==> src/rtl/ff_write_arbiter.sv <==
// Purpose : round-robin arbiter sharing one WIDTH-bit ff_d_sinc holding register among N writers.
// Latency : req sampled in IDLE -> ff_en next cycle -> ack one cycle later (2 cycles req-to-ack).
// Backpr. : no flow control on req; losers simply keep req high and are re-arbitrated in IDLE.
//
// Ports:
//   clk, reset        clock and synchronous active-high reset
//   req[N]            write request per requester
//   wdata[N*WIDTH]    requester i data at [i*WIDTH +: WIDTH]
//   lock[N]           burst-hold request (only used when FF_ARB_LOCK_EN is defined)
//   gnt[N]            registered one-hot grant, held through WRITE and ACK
//   ack[N]            registered one-cycle pulse when the winner's write has committed
//   ff_en, ff_d       enable and data for the shared ff_d_sinc register
//   busy              high while in WRITE or ACK
//
// Optional feature: define FF_ARB_LOCK_EN to let a locked winner chain up to
// LOCK_MAX writes back to back (ACK -> WRITE) without re-arbitration.

module ff_write_arbiter #(
    parameter int N        = 4,
    parameter int WIDTH    = 8,
    parameter int LOCK_MAX = 4
) (
    input  logic                 clk,
    input  logic                 reset,
    input  logic [N-1:0]         req,
    input  logic [N*WIDTH-1:0]   wdata,
    input  logic [N-1:0]         lock,
    output logic [N-1:0]         gnt,
    output logic [N-1:0]         ack,
    output logic                 ff_en,
    output logic [WIDTH-1:0]     ff_d,
    output logic                 busy
);

    localparam int PW = (N > 1) ? $clog2(N) : 1;

    typedef enum logic [1:0] {
        IDLE  = 2'd0,
        WRITE = 2'd1,
        ACK   = 2'd2
    } state_t;

    state_t          state;
    logic [PW-1:0]   ptr;       // first index searched at the next arbitration
    logic [PW-1:0]   win;       // requester owning the current write
    logic [PW-1:0]   arb_idx;
    logic            arb_hit;
    logic [PW-1:0]   ptr_inc;
    logic            lock_go;

    // Per-requester view of the flat data bus.
    logic [WIDTH-1:0] wd_arr [N];

    always_comb begin
        for (int i = 0; i < N; i++) begin
            wd_arr[i] = wdata[i*WIDTH +: WIDTH];
        end
    end

    function automatic logic [N-1:0] onehot(input logic [PW-1:0] i);
        logic [N-1:0] v;
        v    = '0;
        v[i] = 1'b1;
        return v;
    endfunction

    // Rotating priority search starting at ptr. The loop runs from the
    // farthest offset down to offset 0 so the nearest set request is the
    // last assignment and therefore wins. The sum is one bit wider than ptr
    // so ptr + offset never overflows before the wrap subtraction.
    logic [PW:0] sum;
    logic [PW-1:0] idx;

    always_comb begin
        arb_idx = '0;
        arb_hit = 1'b0;
        sum     = '0;
        idx     = '0;
        for (int k = N - 1; k >= 0; k--) begin
            sum = {1'b0, ptr} + (PW+1)'(k);
            if (sum >= (PW+1)'(N)) begin
                sum = sum - (PW+1)'(N);
            end
            idx = sum[PW-1:0];
            if (req[idx]) begin
                arb_idx = idx;
                arb_hit = 1'b1;
            end
        end
    end

    // Pointer moves to the requester after the winner, wrapping at N-1.
    assign ptr_inc = (win == PW'(N - 1)) ? '0 : win + PW'(1);

`ifdef FF_ARB_LOCK_EN
    localparam int CW = $clog2(LOCK_MAX + 1);

    // Number of writes performed by the current winner in this burst,
    // including the one that came from IDLE.
    logic [CW-1:0] lock_cnt;

    assign lock_go = lock[win] && req[win] && (lock_cnt < CW'(LOCK_MAX));
`else
    logic unused_lock;

    assign unused_lock = ^lock ^ (LOCK_MAX > 0);
    assign lock_go     = 1'b0;
`endif

    always_ff @(posedge clk) begin
        if (reset) begin
            state <= IDLE;
            ptr   <= '0;
            win   <= '0;
            gnt   <= '0;
            ack   <= '0;
            ff_en <= 1'b0;
            ff_d  <= '0;
            busy  <= 1'b0;
`ifdef FF_ARB_LOCK_EN
            lock_cnt <= '0;
`endif
        end else begin
            case (state)
                IDLE: begin
                    ack <= '0;
                    if (arb_hit) begin
                        // Data is captured here, so later wdata or req
                        // changes cannot disturb this write.
                        state <= WRITE;
                        win   <= arb_idx;
                        gnt   <= onehot(arb_idx);
                        ff_en <= 1'b1;
                        ff_d  <= wd_arr[arb_idx];
                        busy  <= 1'b1;
`ifdef FF_ARB_LOCK_EN
                        lock_cnt <= CW'(1);
`endif
                    end else begin
                        gnt   <= '0;
                        ff_en <= 1'b0;
                        ff_d  <= '0;
                        busy  <= 1'b0;
`ifdef FF_ARB_LOCK_EN
                        lock_cnt <= '0;
`endif
                    end
                end

                WRITE: begin
                    // The register commits ff_d on this edge; report it.
                    state <= ACK;
                    ff_en <= 1'b0;
                    ack   <= onehot(win);
                    ptr   <= ptr_inc;
                end

                ACK: begin
                    ack <= '0;
                    if (lock_go) begin
                        // Chained write for the same owner. ptr already
                        // points past this winner, so it stays put.
                        state <= WRITE;
                        ff_en <= 1'b1;
                        ff_d  <= wd_arr[win];
`ifdef FF_ARB_LOCK_EN
                        lock_cnt <= lock_cnt + CW'(1);
`endif
                    end else begin
                        state <= IDLE;
                        gnt   <= '0;
                        ff_en <= 1'b0;
                        ff_d  <= '0;
                        busy  <= 1'b0;
`ifdef FF_ARB_LOCK_EN
                        lock_cnt <= '0;
`endif
                    end
                end

                default: begin
                    // Unreachable encoding: drop everything and re-arbitrate.
                    state <= IDLE;
                    gnt   <= '0;
                    ack   <= '0;
                    ff_en <= 1'b0;
                    ff_d  <= '0;
                    busy  <= 1'b0;
`ifdef FF_ARB_LOCK_EN
                    lock_cnt <= '0;
`endif
                end
            endcase
        end
    end

endmodule

==> config.mk <==
export PLATFORM = sky130hd
export DESIGN_NAME = ff_write_arbiter
export DESIGN_NICKNAME = d
export VERILOG_FILES = /design/src/rtl/ff_write_arbiter.sv
export SDC_FILE = /design/constraint.sdc
export NUM_CORES = 1
export LEC_CHECK = 0
export ABC_CLOCK_PERIOD_IN_PS = 1600
export CAP_MARGIN = 0
export CORE_ASPECT_RATIO = 1.75
export CORE_MARGIN = 10
export CORE_UTILIZATION = 30
export CTS_CLUSTER_SIZE = 10
export DETAILED_ROUTE_END_ITERATION = 10
export PLACE_DENSITY = 0.72
export SYNTH_ARGS = -nofsm -noshare
export SYNTH_HDL_FRONTEND = slang
export SYNTH_SLANG_ARGS = --single-unit
==> constraint.sdc <==
create_clock -name clk -period 1.6 [get_ports clk]
set_input_delay 0.16 -clock clk [delete_from_list [all_inputs] [get_ports clk]]
set_output_delay 0.16 -clock clk [all_outputs]
set_load 0.005 [all_outputs]
### Word level (Yosys, flattened, before mapping)

Cells that the tools add are included.

* word-level logic and storage cells: 77
* register bits after elaboration: 24

* bitwise operators: 3
* eq/ne operators: 3
* reduce and logical (&&, ||, !) cells: 6
* multiplexer cells: 36
* add/subtract/negate cells: 8
* magnitude comparators: 13

Operator list (count)
* 8-bit two-way mux: 3
* 2-bit two-way mux: 10
* 2-bit by 3-bit < comparator with 1-bit output, second input constant: 6
* 8-bit binary-select mux with 2-bit select: 1
* 8-bit one-hot mux with 2 select lines: 1
* 3-bit greater-or-equal comparator, second input constant: 4
* 1-bit two-way mux: 11
* 1-bit binary-select mux with 2-bit select: 4
* 4-bit one-hot mux with 2 select lines: 1
* 2-bit by 1-bit subtractor with 2-bit output, second input constant: 4
* 2-bit by 2-bit adder with 3-bit output, second input constant: 2
* 1-bit demux with 2-bit select: 2
* 2-bit by 1-bit greater-or-equal comparator with 1-bit output, second input constant: 2
* 4-bit two-way mux: 1
* 2-bit one-hot mux with 2 select lines: 1
* 2-bit OR reduction: 2
* 2-bit by 1-bit adder with 3-bit output, second input constant: 1
* 2-bit by 3-bit greater-or-equal comparator with 1-bit output, second input constant: 1
* 2-bit NOT with 3-bit output: 1
* 2-bit by 1-bit adder with 2-bit output, second input constant: 1
* 2-bit by 1-bit == test with 1-bit output, second input constant: 1
* 2-bit == test, second input constant: 1
* 1-bit logical AND: 2
* 2-bit zero test: 1
* other kinds (4): 5

### Longest topological paths before layout

* depth in word-level cells: 15
* mapped depth: 7
* gate-level depth less buffers: 5

### Least setup slack after synthesis

OpenSTA, ideal clock, no wires.

* path kind: register to register
* start: register ptr[0]
* end: register ff_d[0]
* buffers on the path: 2
* arrival: 1.572 ns
* slack: -0.102 ns
* stages on the path, launching flop included: 8
* required time: 1.470 ns
* setup time: 0.130 ns
* clock period less this slack: 1.702 ns
* cell sequence: dfxtp_1 > nor2b_1 > or4b_1 > buf_6 > buf_6 > and3_1 > a211oi_1 > o31ai_1

* cells in the longest elaborated chain, start to end: 15
* elaborated cells between the ends (all ways): 37

Ends and longest elaborated chain
* start: declaration: line 44 `logic [PW-1:0] ptr;`
* start signal: assignment: line 155 `ptr <= ptr_inc;`
* 2-bit by 2-bit adder with 3-bit output: line 80 `sum = {1'b0, ptr} + (PW+1)'(k);`
* 3-bit greater-or-equal comparator or 2-bit by 1-bit subtractor with 2-bit output (tied branches): line 81, 82
* 2-bit two-way mux: line 81 `if (sum >= (PW+1)'(N)) begin`
* 1-bit binary-select mux with 2-bit select: line 85 `if (req[idx]) begin`
* 1-bit two-way mux (not written as such): line 85
* 2-bit two-way mux (4 in a row): line 85
* 2-bit NOT with 3-bit output (not written as such): line 134 `ff_d <= wd_arr[arb_idx];`
* 8-bit binary-select mux with 2-bit select: line 134
* 8-bit two-way mux (not written as such) (2 in a row): line 134
* 8-bit two-way mux (*): line 127 `if (arb_hit) begin`
* 8-bit one-hot mux with 2 select lines (*): line 124 `case (state)`
* end signal: assignment: line 134
* end signal: assignment: line 165 `ff_d <= wd_arr[win];`
* end: declaration: line 31 `output logic [WIDTH-1:0] ff_d,`

Every way passes the cells marked *; elsewhere a longest branch is shown, timed or not. The select of a mux whose other input is x is not followed.
A chain may end at the register's enable or synchronous reset.

### Worst setup path after layout

Ends and elaborated chain as after synthesis.

==> run metrics <==
Core Area=3940 um2; required arrival time at the worst endpoint=1.76 ns; type of element capturing the critical path=flip-flop; worst-margin pin slew=0.639 ns; clock tree from TritonCTS=done; number of filler instances in the final layout=337; Routed Antenna Nets=0; post-route minimum period=1.78 ns; first-pass iteration count of the detailed router=4; Final Max Tran Viols=0; violated checks=setup timing; Die H=105 um; routability congestion estimate from global placement=0.784; NumNets Final=246; final setup violation count=12; worst setup path startpoint=ptr[0]; DRT iter0 DRCs=30; post-layout power=1660 uW; root cell of the clock tree=clkbuf_8; overall routing resource usage=12.5%; post-CTS clock slew at the launch and capture registers of the worst setup and hold paths=0.08 ns; cell area after synthesis=1230 um2; Setup crit start kind=flip-flop; DRC violations left=0; arrival time of data at the critical path endpoint=1.94 ns; worst hold-check slack=0.454 ns; number of max-capacitance violations reported=0; total number of vias=1255; mean instance size in the synthesized netlist=9.70 um2; unrepaired setup endpoints after global routing=yes; status=complete, but fails checks; final setup margin=-0.178 ns; critical path peak fanout=5; fmax=562 MHz; final critical-path share of the clock period=111%; cell-by-cell listing of the critical path=nor2b_4, or4b_4, bufbuf_16, and3_1, a211oi_2, o31ai_1; class of the most critical hold timing path=flip-flop to flip-flop; cells taking the most area after synthesis=dfxtp_1 (39%), and3_1 (8.1%), a211oi_1 (6.1%); wire length of the first global-routing pass=6.93 mm; buffering stage count on the worst path with inverters included=1; antenna violations before repair=0; post-synth top area cell=dfxtp_1; YS warnings=0; cell count along the critical path=6; number of standard cells after synthesis=127; Crit path max-delay family=simple AND/OR/NAND/NOR gates; reg-to-reg startpoint=ptr[0]; Num Clock Sinks=24; flip-flop and latch count after synthesis=24; reg2reg path depth=6; reg-to-reg endpoint=ff_d[0]; ports placed on the boundary=60; highest ir drop seen on vdd=0.384 mV; reg-to-reg setup timing slack=-0.18 ns; share of post-route cells with drive strength above 1=28.3%; number of unique standard cell types used by synthesis=30; detailed placer's ending HPWL=2.86 mm; Critical-path top delay cell=or4b_4; leakage power of the design=0.000890 uW; critical path start-end classification=flip-flop to flip-flop; cts bufs inserted=3; clock latency reported for the late side of the worst-skew pair=0.27 ns; most common cell after layout, fill and taps aside=clkdlybuf4s50_1; utilization after layout=56.4%; site row count=30; normalized max-slew margin=57.4%; die width=68.5 um; pin count of the biggest net entering global routing=13; maximum clock skew at final layout=0.00575 ns; total wire length=4.25 mm; final hold violation count=0; TNS Setup=-1.34 ns; count of input and output buffers=55; # diodes=0; power per unit of standard cell area=746 nW/um2; DIE AREA=7170 um2; share of synthesized area occupied by flip-flops and latches=39.0%; Overflow after GRT=0; average detailed-routed wire length per instance=17.3 um; endpoint of the worst setup timing path=ff_d[0]; post-synth top area share=39.0%; vias in the first global route=1373; Largest stage delay, worst path=0.51 ns; H-tree lvl count=1; area overhead of the layout relative to synthesis=80.3%; via count normalized by instance count=5.10; highest-count cells in the layout ignoring fill and taps=clkdlybuf4s50_1 (51), dfxtp_1 (22), a211oi_2 (16); total of hold buffers inserted after clock tree synthesis=0; Synthesized Nets=173; maximum clock path buffer count=2; effective utilization at floorplan=31.3%
==> worst min path at each step <==
stage,slack [ns],startpoint,to,cells after the start
floorplan,0.22,reset,ptr[0],1
global placement,0.43,busy,busy,2
detailed placement,0.44,busy,busy,2
CTS,0.45,busy,busy,2
global route,0.47,busy,busy,2
finish,0.45,busy,busy,2
==> cell families after synthesis <==
kind of cell	count (synthesis)	synth area share [%]
muxes	3	2.44
buffers and inverters	12	7.21
AOI/OAI and AO/OA	32	23.0
adders and majority gates	4	4.06
and+or+nand+nor	52	24.3
DFF	24	39.0
==> worst register-to-register path, stage by stage (launching register included) <==
cell and delay [ns]:
dfxtp_4 0.38, nor2b_4 0.04, or4b_4 0.51, bufbuf_16 0.29
and3_1 0.18, a211oi_2 0.19, o31ai_1 0.10
==> registers in the layout (all words and copies together), names as in the netlist <==
name and cells:
win 2, ff_d 8, gnt 4, ff_en 1
ack 4, state 2, busy 1, ptr 2
==> synthesized netlist by cell type (all sizes together) <==
cell type / count
inv: 4
nor3: 2
and3: 16
mux2i: 3
clkbuf: 2
and2: 5
a32o: 3
nand3b: 1
nand2b: 2
o31ai: 8
o32a: 1
nor2: 7
a21oi: 2
or4: 1
nand3: 1
nor4: 1
nor2b: 4
o32ai: 1
ha: 4
nand2: 11
buf: 6
or4b: 1
a211oi: 16
a21boi: 1
dfxtp: 24
==> where the power goes <==
part | internal [uW] | switching [uW]
Sequential | 654 | 37.7
Combinational | 360 | 252
Clock | 168 | 184
==> through the flow <==
stage / instance area (um2) / setup WS (ns) / cells
3_5_place_dp: 1890 / -0.519 / 233
3_3_place_gp: 1890 / -0.506 / 233
6_report: 2220 / -0.178 / 246
5_1_grt: 2220 / -0.244 / 246
4_1_cts: 2170 / -0.129 / 244
2_1_floorplan: 1260 / -0.0221 / 127
==> cell type report <==
| cell class | instances | area, um2 | share of cell area, % |
|---|---|---|---|
| clock buffers | 3 | 41.3 | 1.86 |
| inverters | 4 | 15.0 | 0.676 |
| multi-input cells | 93 | 812 | 36.5 |
| flip-flops and latches | 24 | 485 | 21.8 |
| well taps | 48 | 60.1 | 2.70 |
| repair buffers | 74 | 808 | 36.4 |
==> layer usage <==
layer / global-route usage [%] / wire (um) / share of wire [%] / up-vias
li1: - / - / - / 614
met2: 22.7 / 2400 / 56 / 40
met3: 2.25 / 231 / 5.4 / 6
met4: 6.65 / 123 / 2.9 / 0
met1: 12.4 / 1490 / 35 / 595
met5: 0 / 0 / 0 / -
==> what timing repair did <==
item | 4_1_cts | 5_1_grt
setup buffers | 3 | 1
resized for setup | 29 | 7
setup endpoints to repair | 13 | 13
gates cloned | 5 | 1
pin swaps | 4 | 14
Power figures use the tool's default switching activity.
